**config.mk**
```make
export PLATFORM = sky130hd
export DESIGN_NAME = serial_addsub
export DESIGN_NICKNAME = d
export VERILOG_FILES = /design/src/rtl/serial_arith_pkg.sv /design/src/rtl/serial_addsub_digit_adder.sv /design/src/rtl/serial_addsub.sv
export SDC_FILE = /design/constraint.sdc
export NUM_CORES = 1
export LEC_CHECK = 0
export ABC_AREA = 1
export CAP_MARGIN = 40
export CELL_PAD_IN_SITES_DETAIL_PLACEMENT = 1
export CELL_PAD_IN_SITES_GLOBAL_PLACEMENT = 1
export CORE_ASPECT_RATIO = 1.1
export CORE_UTILIZATION = 37
export DETAILED_ROUTE_END_ITERATION = 6
export PLACE_DENSITY = 0.82
export SLEW_MARGIN = 20
export SYNTH_ARGS = -nofsm -noshare
export SYNTH_HDL_FRONTEND = slang
export SYNTH_SLANG_ARGS = --single-unit
```
**constraint.sdc**
```tcl
create_clock -name clk -period 2.6 [get_ports clk]
set_input_delay 0.52 -clock clk [delete_from_list [all_inputs] [get_ports clk]]
set_output_delay 0.52 -clock clk [all_outputs]
set_load 0.02 [all_outputs]
```
**src/rtl/serial_arith_pkg.sv**
```systemverilog
// Shared types and helpers for the bit-serial add/subtract unit.
`timescale 1ns/1ps
package serial_arith_pkg;

    typedef enum logic {
        IDLE = 1'b0,
        RUN  = 1'b1
    } state_e;

    localparam logic MODE_ADD = 1'b0;
    localparam logic MODE_SUB = 1'b1;

    // Ceiling log2; returns 0 for values <= 1, so callers clamp the width to 1.
    function automatic int clog2(input int value);
        int r;
        r = 0;
        while ((1 << r) < value) r++;
        return r;
    endfunction

endpackage

```
**src/rtl/serial_addsub_digit_adder.sv**
```systemverilog
// Combinational R-bit digit adder; also exposes the carry into its MSB for overflow detection.
`timescale 1ns/1ps
module digit_adder #(
    parameter int R = 1
) (
    input  logic [R-1:0] x,
    input  logic [R-1:0] y,
    input  logic         cin,
    output logic [R-1:0] s,
    output logic         cout,
    output logic         c_msb_in
);

    logic [R:0] total;

    always_comb begin
        total    = {1'b0, x} + {1'b0, y} + {{R{1'b0}}, cin};
        s        = total[R-1:0];
        cout     = total[R];
        // The MSB sum bit is x^y^carry_in, so the carry in is recovered from it.
        c_msb_in = x[R-1] ^ y[R-1] ^ total[R-1];
    end

endmodule

```
**src/rtl/serial_addsub.sv**
```systemverilog
// Digit-serial N-bit add/subtract, R bits per clock, LSB first, start/busy/done handshake.
// Optional macro SERIAL_ADDSUB_SAT_EN: saturate sum on signed overflow.
`timescale 1ns/1ps
module serial_addsub
    import serial_arith_pkg::*;
#(
    parameter int N = 4,
    parameter int R = 1
) (
    input  logic         clk,
    input  logic         reset,
    input  logic         start,
    input  logic         sub,
    input  logic [N-1:0] a,
    input  logic [N-1:0] b,
    output logic         busy,
    output logic         done,
    output logic [N-1:0] sum,
    output logic         cout,
    output logic         ovf
);

    localparam int STEPS = N / R;
    localparam int CNT_W = (clog2(STEPS) < 1) ? 1 : clog2(STEPS);
    localparam logic [CNT_W-1:0] LAST_STEP = CNT_W'(STEPS - 1);

    generate
        if (R < 1 || N < 2 || R > N || (N % R) != 0) begin : g_bad_params
            $error("serial_addsub: need N >= 2, 1 <= R <= N and N %% R == 0");
        end
    endgenerate

    state_e           state_q, state_d;
    logic [N-1:0]     a_q, a_d;
    logic [N-1:0]     b_q, b_d;
    logic [N-1:0]     sum_q, sum_d;
    logic [CNT_W-1:0] cnt_q, cnt_d;
    logic             carry_q, carry_d;
    logic             cout_q, cout_d;
    logic             ovf_q, ovf_d;
    logic             busy_q, busy_d;
    logic             done_q, done_d;

    logic [R-1:0] dig_s;
    logic         dig_cout;
    logic         dig_c_msb_in;

    digit_adder #(.R(R)) u_digit_adder (
        .x        (a_q[R-1:0]),
        .y        (b_q[R-1:0]),
        .cin      (carry_q),
        .s        (dig_s),
        .cout     (dig_cout),
        .c_msb_in (dig_c_msb_in)
    );

    always_comb begin
        // NOTE: every signal gets a default here, so no path leaves one unassigned and infers a latch.
        state_d = state_q;
        a_d     = a_q;
        b_d     = b_q;
        sum_d   = sum_q;
        cnt_d   = cnt_q;
        carry_d = carry_q;
        cout_d  = cout_q;
        ovf_d   = ovf_q;
        busy_d  = busy_q;
        done_d  = 1'b0;

        case (state_q)
            IDLE: begin
                if (start) begin
                    a_d     = a;
                    b_d     = (sub == MODE_ADD) ? b : ~b;
                    carry_d = (sub == MODE_SUB);
                    cnt_d   = '0;
                    busy_d  = 1'b1;
                    state_d = RUN;
                end
            end
            RUN: begin
                a_d     = a_q >> R;
                b_d     = b_q >> R;
                carry_d = dig_cout;
                cnt_d   = cnt_q + 1'b1;
                sum_d   = (sum_q >> R) | (N'(dig_s) << (N - R));
                if (cnt_q == LAST_STEP) begin
                    cout_d  = dig_cout;
                    ovf_d   = dig_c_msb_in ^ dig_cout;
                    busy_d  = 1'b0;
                    done_d  = 1'b1;
                    state_d = IDLE;
`ifdef SERIAL_ADDSUB_SAT_EN
                    // a_q[R-1] is now the original MSB of A, which picks the saturation direction.
                    if (ovf_d) begin
                        sum_d = a_q[R-1] ? {1'b1, {(N-1){1'b0}}} : {1'b0, {(N-1){1'b1}}};
                    end
`endif
                end
            end
            default: state_d = IDLE;
        endcase
    end

    always_ff @(posedge clk) begin
        // NOTE: state updates use non-blocking assignments so every flop samples pre-edge values.
        if (!reset) begin
            state_q <= IDLE;
            a_q     <= '0;
            b_q     <= '0;
            sum_q   <= '0;
            cnt_q   <= '0;
            carry_q <= 1'b0;
            cout_q  <= 1'b0;
            ovf_q   <= 1'b0;
            busy_q  <= 1'b0;
            done_q  <= 1'b0;
        end else begin
            state_q <= state_d;
            a_q     <= a_d;
            b_q     <= b_d;
            sum_q   <= sum_d;
            cnt_q   <= cnt_d;
            carry_q <= carry_d;
            cout_q  <= cout_d;
            ovf_q   <= ovf_d;
            busy_q  <= busy_d;
            done_q  <= done_d;
        end
    end

    assign busy = busy_q;
    assign done = done_q;
    assign sum  = sum_q;
    assign cout = cout_q;
    assign ovf  = ovf_q;

endmodule

```
Word level (Yosys, flattened, before mapping):

Index checks and enable logic that the tools add are counted.

* bits of input ports: 12
* logic and storage cells: 41
* output and inout bits: 8
* bits in registers: 20

* bitwise gates (word level): 6
* reduce and logical (&&, ||, !) cells: 3
* add/subtract/negate cells: 3
* equal/unequal tests: 3
* mux-type cells: 16

Operators with widths (count)
* $pmux W4 S2: 2
* $mux W4: 3
* $mux W1: 6
* $pmux W1 S2: 3
* $reduce_and A2 Y1: 3
* $not A4 Y4: 1
* $or A3 B4 Y4: 1
* $pmux W2 S2: 1
* $xor A1 B1 Y1: 3
* $add A1 B1 Y2: 1
* $add A2 B1 Y2: 1
* $add A2 B1 Y2 const B: 1
* $eq A2 B2 Y1 const B: 1
* $mux W2: 1
* $ne A2 B1 Y1 const B: 1
* $ne A2 B2 Y1 const B: 1
* $not A1 Y1: 1

Longest topological paths before layout:

Gate-level depths: netlist of run 1.

* word-level depth: 4
* mapped depth: 7
* gate-level depth less buffers: 7

Cells and area by module:

From an unflattened synthesis of run 1, not the netlist that was laid out.

* cells, all modules: 134
* area, all modules: 973.4 sq um

By module, submodules not included
* serial_addsub: sequential area each 400.4 sq um, area each 918.4 sq um, instances 1, cells an instance 124
* digit_adder: sequential area each 0.0 sq um, area each 55.1 sq um, instances 1, cells an instance 10

Worst setup path after synthesis of run 1:

OpenSTA, ideal clock, no wires.

* path kind: register to register
* from: reg a_q[0]
* to: reg ovf_q, in the netlist ovf
* required time: 2487 ps
* arrival time: 1181 ps
* setup slack: 1305 ps
* path buffers: 0
* stages on the path, launching flop included: 8
* clock period less this slack: 1295 ps
* setup time: 113 ps
* cells stage by stage: dfxtp_1 fa_1 inv_1 nand2_1 nand2_1 nand2_1 nand3_1 nand2_1

* word-level cells in the longest chain between the ends: 4
* elaborated cells between the ends (all ways): 5
* classes of those cells: 2 x add/sub; 3 x bitwise

RTL lines
* start, declared: RTL line serial_addsub.sv:34 `logic [N-1:0] a_q, a_d;`
* start signal, assigned: RTL line serial_addsub.sv:109 `a_q <= '0;`
* start signal, assigned: RTL line serial_addsub.sv:120 `a_q <= a_d;`
* $add A1 B1 Y2: RTL line serial_addsub_digit_adder.sv:17 `total = {1'b0, x} + {1'b0, y} + {{R{1'b0}}, cin};`
* $add A2 B1 Y2: RTL line serial_addsub_digit_adder.sv:17
* named net dig_s: RTL line serial_addsub.sv:44 `logic [R-1:0] dig_s;`
* $xor A1 B1 Y1: RTL line serial_addsub_digit_adder.sv:21 `c_msb_in = x[R-1] ^ y[R-1] ^ total[R-1];`
* $xor A1 B1 Y1: RTL line serial_addsub.sv:89 `ovf_d = dig_c_msb_in ^ dig_cout;`
* end signal, assigned: RTL line serial_addsub.sv:126 `ovf_q <= ovf_d;`
* end, declared: RTL line serial_addsub.sv:40 `logic ovf_q, ovf_d;`

The timed path passes the listed nets, and every way through them passes these cells.
A chain may end at the register's enable or synchronous reset.

Worst setup path in the final report of run 1:

* from: reg sum_q[3], in the netlist sum[3]
* to: out sum[3]

RTL lines
* start, declared: RTL line serial_addsub.sv:36 `logic [N-1:0] sum_q, sum_d;`
* start signal, assigned: RTL line serial_addsub.sv:122 `sum_q <= sum_d;`
* end, declared: RTL line serial_addsub.sv:18 `output logic [N-1:0] sum,`

No word-level cell between the ends.

==> flow_summary.ini, run 1 <==
[sta]
slew_headroom = 0.775
tns_ns = 0
finalClockSkew_ns = 0.00353
period_minus_slack_ns = 1.81
worstMarginPinSlew_ns = 0.337
post-route-period-util = 0.694
drv_slew = 0
grt_setup_unrepaired = no
max_clock_freq_ghz = 0.554
hold_violations = 0
finalSetupViolCount = 0

[floorplanning]
io_pins = 20
die-width_um = 49.5
start_util = 0.399
dieArea_mm2 = 0.00268
die-height_um = 54.2
num_rows = 18
coreArea_mm2 = 0.00230

[yosys]
syn_area_um2 = 917
yosys_warnings = 0
synthFlopType = dfxtp_1
syn-num-nets = 143
synth_edf_count = 0
avgSynthCellArea_um2 = 7.11
syn-instance-count = 129
ys_types = 18
synth-seq-cells = 20
synth-seq-area-share = 0.437
synthArstFlopShare = 0

[layout]
drive_gt1_frac = 0.0541
syn_to_final_growth_pct = 24.6
n_antenna_cell = 0
fin_nets = 164
stdcell_count = 178

[route]
ant_nets = 0
vias = 870
first_pass_iters = 3
drcViolationCount = 0
finalWirelength_mm = 2.07
drt_iter0_drc = 3
viasPerCell = 4.89
wl_per_cell_um = 11.6

[worst_setup_path]
crit_buf_inv = 1
worst-path-stages = 1
reg2regPathDepth = 7
cp_data_arrival_time_ns = 1.29
max_stage_delay_ns = 0.61
startpoint_type = flip-flop
cp_max_fo = 3
worst-setup-path-type = flip-flop to output port
path_cells = clkdlybuf4s50_1
cp.required_ns = 2.08
cp-end-kind = output port
critPathTopFamily = buffers and inverters
worst_path_max_delay_cell = clkdlybuf4s50_1

[power_and_ir_drop]
swShare = 0.281
pwr-share-clk = 0.247
sequentialPowerShare = 0.561
p_leak_nw = 0.546
switchingPower_uw = 168
p_int_uw = 429
combPwrFrac = 0.192
p_per_area_mw_per_mm2 = 522
max-vdd-ir-drop_mv = 0.308

[cts]
clkLatencyLatePin_ns = 0.30
cts_tree = built
cts-root-buf = clkbuf_4
numCtsBuffers = 3
clkSinkCount = 20
postCtsSetupBuffers = 0
path_clk_slew_ns = 0.11
cts_hold_buf = 0
cts_resized = 0
htree_levels = 1
clockBufferDepth = 2

[placement]
placedCellCount = 175
gp_routability_congestion = 0.681
dp_hpwl_mm = 1.62
numPortBuffers = 19

[status]
status = complete, no violations

[global_routing]
grt_max_degree = 18
grt_pass1_vias = 877
gr-total-overflow = 0
antenna_found_initial = 0
globalRouteTotalUtil = 0.182
grt_pass1_wl_mm = 3.53

[hold_path]
hold_path_class = flip-flop to flip-flop
whs_path_depth = 2

[flow_run]
cap_viol_max_count = 0
[cell type report]
cell class	instances	area (um^2)
clock buffer	3	22.5
fill	303	1150
inverter	16	60.1
multi-input combinational	89	424
sequential	20	400
tap	30	37.5
timing repair buffer	20	198
[worst paths after layout]
check	from	to	slack [ns]
worst max-delay path	sum[3]	sum[3]	0.79
worst min-delay path	ovf	ovf	0.46
worst min register to register	ovf	ovf	0.46
worst max register to register	a_q[0]	ovf	1.19
[through the flow]
stage	hold slack [ns]	setup WS [ns]	power (mW)	area, um^2	utilization
after global routing	0.485	0.730	0.631	1140	0.497
after floorplan	0.443	1.31	0.413	917	-
after CTS	0.473	0.784	0.604	1140	0.497
final	0.462	0.795	0.597	1140	0.497
after global placement	0.437	0.910	0.451	1120	0.487
after detailed placement	0.457	0.807	0.458	1120	0.487
[flip-flops by register name (all words and copies together), names as in the netlist]
name / flops
a_q: 4
ovf: 1
carry_q: 1
sum: 4
b_q: 4
state_q: 1
cout: 1
done: 1
cnt_q: 2
busy: 1
[power by group through the flow]
stage	logic (mW)	registers, mW	clock network, mW
3_3_place_gp	0.111	0.340	0
4_1_cts	0.116	0.335	0.153
6_report	0.115	0.335	0.147
3_5_place_dp	0.116	0.342	0
5_1_grt	0.129	0.337	0.165
2_1_floorplan	0.0657	0.347	0
[routing by layer]
metal / share of wire / routed length (um) / global-route usage / vias to the layer above
met4: 0.039 / 80 / 0.133 / 0
met5: 0 / 0 / 0 / -
met2: 0.53 / 1100 / 0.349 / 15
met3: 0.023 / 48 / 0.0361 / 9
met1: 0.40 / 837 / 0.178 / 413
li1: - / - / - / 433
[kinds of logic after synthesis]
family	Yosys count	synth area share
flip-flops	20	0.437
adder cells (fa/ha/maj)	2	0.0355
AND/OR/NAND/NOR	69	0.308
buffers and inverters	20	0.101
XOR/XNOR	2	0.0191
AO/OA/AOI/OAI	16	0.0996
[synth_stat cells, types with 2 or more instances]
cell type  instances  area (um^2)
buf_6              2         22.5
a21boi_1           3         22.5
buf_2              2         10.0
o21ai_0            4         20.0
dfxtp_1           20          400
a21oi_1            8         40.0
nand3_1            5         25.0
nor2_1            13         48.8
inv_1             15         56.3
nor2_4             2         22.5
nand2_1           48          180
[placed cells by master (no fill, tap or decap), drive strengths merged]
cell           count
a21boi             3
a21oi              8
a22o               1
buf                1
clkbuf             3
clkdlybuf4s50     19
dfxtp             20
fa                 1
ha                 1
inv               16
nand2             48
nand3              5
nor2              16
o21ai              4
xnor2              1
xor2               1
No activity file was read; power rests on OpenSTA's default activity.
==> run 2, diff against run 1 <==
--- a/config.mk
+++ b/config.mk
@@ -10,9 +10,9 @@
 export CELL_PAD_IN_SITES_DETAIL_PLACEMENT = 1
 export CELL_PAD_IN_SITES_GLOBAL_PLACEMENT = 1
 export CORE_ASPECT_RATIO = 1.1
-export CORE_UTILIZATION = 37
+export CORE_UTILIZATION = 34
 export DETAILED_ROUTE_END_ITERATION = 6
-export PLACE_DENSITY = 0.82
+export PLACE_DENSITY = 0.76
 export SLEW_MARGIN = 20
 export SYNTH_ARGS = -nofsm -noshare
 export SYNTH_HDL_FRONTEND = slang
==> constraint.sdc (replaced) <==
create_clock -name clk -period 1.75 [get_ports clk]
set_input_delay 0.35 -clock clk [delete_from_list [all_inputs] [get_ports clk]]
set_output_delay 0.35 -clock clk [all_outputs]
set_load 0.02 [all_outputs]
==> flow_summary.ini, run 2 (synthesized netlist as in run 1, its figures left out) <==
[status]
status = complete, no violations

[cts]
clockBufferDepth = 2
numCtsBuffers = 3
postCtsSetupBuffers = 0
cts-root-buf = clkbuf_4
clkSinkCount = 20
cts_hold_buf = 0
cts_resized = 0
path_clk_slew_ns = 0.10
cts_tree = built
clkLatencyLatePin_ns = 0.29
htree_levels = 1

[layout]
syn_to_final_growth_pct = 25.5
final_common_cell = nand2_1
fill_cells = 343
fin_nets = 165
stdcell_area_mm2 = 0.00115
final_cell_mix = nand2_1, dfxtp_1, clkdlybuf4s50_1, inv_1, nor2_1
n_antenna_cell = 0
stdcell_count = 180
drive_gt1_frac = 0.0604

[placement]
dp_hpwl_mm = 1.63
placed_area_mm2 = 0.00113
placedCellCount = 177
pre_cts_ws_ns = 0.223
gp_routability_congestion = 0.702
numPortBuffers = 19

[worst_setup_path]
cp_data_arrival_time_ns = 1.27
max_stage_delay_ns = 0.61
cp-end-kind = output port
path_cells = clkdlybuf4s50_1
worst-setup-path-type = flip-flop to output port
worst_path_max_delay_cell = clkdlybuf4s50_1
cp.required_ns = 1.40
cp_max_fo = 3
crit_buf_inv = 1
critPathTopFamily = buffers and inverters
startpoint_type = flip-flop

[floorplanning]
coreArea_mm2 = 0.00252
io_pins = 20
die-width_um = 51.5
die-height_um = 56.5
start_util = 0.364
dieArea_mm2 = 0.00291
num_rows = 19

[route]
drcViolationCount = 0
viasPerCell = 4.66
finalWirelength_mm = 2.06
vias = 838
ant_nets = 0
wl_per_cell_um = 11.4
drt_iter0_drc = 4
first_pass_iters = 4

[power_and_ir_drop]
p_leak_nw = 0.551
max-vdd-ir-drop_mv = 0.638
p_per_area_mw_per_mm2 = 763

[sta]
max_clock_freq_ghz = 0.619
holdWs_ns = 0.473
finalClockSkew_ns = 0.00108
grt_setup_unrepaired = no
tns_ns = 0
post-route-period-util = 0.924
worstMarginPinSlew_ns = 0.403
finalSetupViolCount = 0
period_minus_slack_ns = 1.62
hold_violations = 0
slew_headroom = 0.731
fin_ws_ns = 0.133
drv_slew = 0

[global_routing]
grt_max_degree = 13
grt_pass1_vias = 863
grt_pass1_wl_mm = 3.62
gr-total-overflow = 0
globalRouteTotalUtil = 0.166
antenna_found_initial = 0

[hold_path]
hold_path_class = flip-flop to flip-flop

[flow_run]
cap_viol_max_count = 0
==> run 2: through the flow <==
step                total power [mW]   util
floorplan                      0.613      -
global placement               0.672  0.448
detailed placement             0.681  0.448
CTS                            0.889  0.457
global route                   0.926  0.457
finish                         0.878  0.457
==> run 2: per-layer routing <==
metal | routed length [um] | up-vias | GRT usage | part of all wire
met5 | 0 | - | 0 | 0
met4 | 25 | 0 | 0.0695 | 0.012
met3 | 48 | 4 | 0.0325 | 0.023
met2 | 1060 | 14 | 0.295 | 0.52
met1 | 919 | 385 | 0.188 | 0.45
li1 | - | 435 | - | -
==> run 2: worst paths after layout <==
check	from	endpoint	slack, ns	depth (start not counted)
worst max-delay path	sum[3]	sum[3]	0.13	1
worst min-delay path	ovf	ovf	0.47	2
worst max register to register	a_q[0]	ovf	0.34	7
worst min register to register	ovf	ovf	0.47	2
==> run 2: area by class of cell <==
cell class / count / area (um^2) / share of cell area
multi-input cells: 89 / 424 / 0.368
flip-flops and latches: 20 / 400 / 0.348
repair buffers: 21 / 205 / 0.178
inverters: 16 / 60.1 / 0.0522
well taps: 31 / 38.8 / 0.0337
clock buffers: 3 / 22.5 / 0.0196
==> run 2: power by group <==
part / internal (mW) / leakage [nW] / switching [mW]
combinational: 0.0783 / 0.373 / 0.0888
clock: 0.0801 / 0.0138 / 0.130
sequential: 0.480 / 0.164 / 0.0209
total: 0.639 / 0.551 / 0.240
==> run 2: tightest hold or removal path, cell delays in order, from the launching register on <==
cell and delay [ns]:
dfxtp_1 0.32, nand2_1 0.06, nand2_1 0.05
==> run 3, diff against run 2 <==
--- a/config.mk
+++ b/config.mk
@@ -5,15 +5,15 @@
 export SDC_FILE = /design/constraint.sdc
 export NUM_CORES = 1
 export LEC_CHECK = 0
-export ABC_AREA = 1
 export CAP_MARGIN = 40
 export CELL_PAD_IN_SITES_DETAIL_PLACEMENT = 1
 export CELL_PAD_IN_SITES_GLOBAL_PLACEMENT = 1
 export CORE_ASPECT_RATIO = 1.1
-export CORE_UTILIZATION = 34
+export CORE_UTILIZATION = 37
 export DETAILED_ROUTE_END_ITERATION = 6
 export PLACE_DENSITY = 0.76
-export SLEW_MARGIN = 20
+export SLEW_MARGIN = 30
 export SYNTH_ARGS = -nofsm -noshare
 export SYNTH_HDL_FRONTEND = slang
+export SYNTH_HIERARCHICAL = 1
 export SYNTH_SLANG_ARGS = --single-unit
==> flow_summary.ini, run 3 <==
[sta]
finalClockSkew_ns = 0.00614
slew_headroom = 0.785
grt_setup_unrepaired = no
max_clock_freq_ghz = 0.604
tns_ns = 0
hold_violations = 0
holdWs_ns = 0.498
fin_ws_ns = 0.0930
finalSetupViolCount = 0
post-route-period-util = 0.947
drv_slew = 0
worstMarginPinSlew_ns = 0.323
period_minus_slack_ns = 1.66

[yosys]
yosys_warnings = 6
synth_edf_count = 0
syn-num-nets = 105
ys_top_cells_by_area = dfxtp_1, mux2i_1, xnor2_1, a211oi_1, nand4bb_1
ys_types = 26
syn-instance-count = 90
syn_area_um2 = 935
yosysMostFrequentCell = dfxtp_1
synthArstFlopShare = 0
avgSynthCellArea_um2 = 10.4
synth-seq-cells = 20
yosys.area.top_type = dfxtp_1
synth_common_cells = dfxtp_1, mux2i_1, a21oi_1, nor2_1
synth_top_area_share = 0.428
synthFlopType = dfxtp_1
synth-seq-area-share = 0.428

[cts]
path_clk_slew_ns = 0.12
numCtsBuffers = 3
htree_levels = 1
cts-root-buf = clkbuf_4
clockBufferDepth = 2
clkLatencyLatePin_ns = 0.30
clkSinkCount = 20
cts_tree = built

[route]
drt-met1-wl_um = 955
wl_per_cell_um = 14.2
first_pass_iters = 3
ant_nets = 0
viasPerCell = 5.01
route.met3.wl_um = 85
drcViolationCount = 0
vias = 696
drt_iter0_drc = 1
finalWirelength_mm = 1.97
maxUsedRoutingLayer = met4
met2_length_um = 915

[global_routing]
antenna_found_initial = 0
grt_pass1_wl_mm = 3.32
grt_pass1_vias = 729
grt_max_degree = 22
gr-total-overflow = 0
globalRouteTotalUtil = 0.163

[layout]
final_cell_mix = dfxtp_1, clkdlybuf4s50_1, mux2i_1, a21oi_1, nor2_1
drive_gt1_frac = 0.0826
fin_nets = 125
syn_to_final_growth_pct = 28.2
stdcell_area_mm2 = 0.00120
stdcell_count = 139
final_common_cell = dfxtp_1
final_util = 0.517
n_antenna_cell = 0
fill_cells = 259

[floorplanning]
coreArea_mm2 = 0.00232
dieArea_mm2 = 0.00273
num_rows = 18
die-height_um = 54.7
io_pins = 20
start_util = 0.403
die-width_um = 49.9

[power_and_ir_drop]
p_leak_nw = 0.460
max-vdd-ir-drop_mv = 0.427
finalPower_uw = 954
p_per_area_mw_per_mm2 = 796

[worst_setup_path]
path_cells = clkdlybuf4s50_1
worst_path_max_delay_cell = clkdlybuf4s50_1
critPathTopFamily = buffers and inverters
worst-setup-path-type = flip-flop to output port
max_stage_delay_ns = 0.62
cp_data_arrival_time_ns = 1.31
cp-end-kind = output port
cp.required_ns = 1.40
crit_buf_inv = 1
cp_max_fo = 3
startpoint_type = flip-flop

[placement]
numPortBuffers = 19
placed_area_mm2 = 0.00116
placedCellCount = 135
dp_hpwl_mm = 1.45
pre_cts_ws_ns = 0.0870
gp_routability_congestion = 0.689

[status]
status = complete, no violations

[flow_run]
cap_viol_max_count = 0

[hold_path]
hold_path_class = flip-flop to flip-flop
## run 3: timing repair
item,in CTS,in global routing
hold buffers,0,0
setup buffers,0,0
gates resized for setup,0,0
endpoints found under the setup margin,0,1
## run 3: per-layer routing
metal	GRT usage	vias to the layer above
met4	0.0571	0
met3	0.0361	2
met1	0.201	322
li1	-	357
met2	0.282	15
met5	0	-
## run 3: layout make-up
| type | instances | area, um^2 | area share |
|---|---|---|---|
| clock buffers | 4 | 36.3 | 0.0303 |
| inverters | 2 | 7.51 | 0.00626 |
| multi-input cells | 61 | 479 | 0.400 |
| flip-flops and latches | 20 | 400 | 0.334 |
| well taps | 30 | 37.5 | 0.0313 |
| repair buffers | 22 | 238 | 0.198 |
## run 3: kinds of logic after synthesis
family	synth area share
AND/OR/NAND/NOR	0.166
adder cells (fa/ha/maj)	0.0482
flip-flops	0.428
buffers and inverters	0.0589
multiplexers	0.0964
XOR/XNOR	0.0723
AO/OA/AOI/OAI	0.130
## run 3: path summary, 6_finish.rpt
check / from / endpoint / slack [ns] / cells after the start
worst min-delay path: busy / busy / 0.50 / 2
worst max-delay path: sum[1] / sum[1] / 0.09 / 1
worst min register to register: busy / busy / 0.50 / 2
worst max register to register: carry_q / ovf / 0.16 / 4
## run 3: report_power, final
group | switching (mW) | total [mW] | internal [mW]
Clock | 0.140 | 0.267 | 0.127
Combinational | 0.0776 | 0.183 | 0.106
Sequential | 0.0224 | 0.504 | 0.481
Total | 0.240 | 0.954 | 0.714
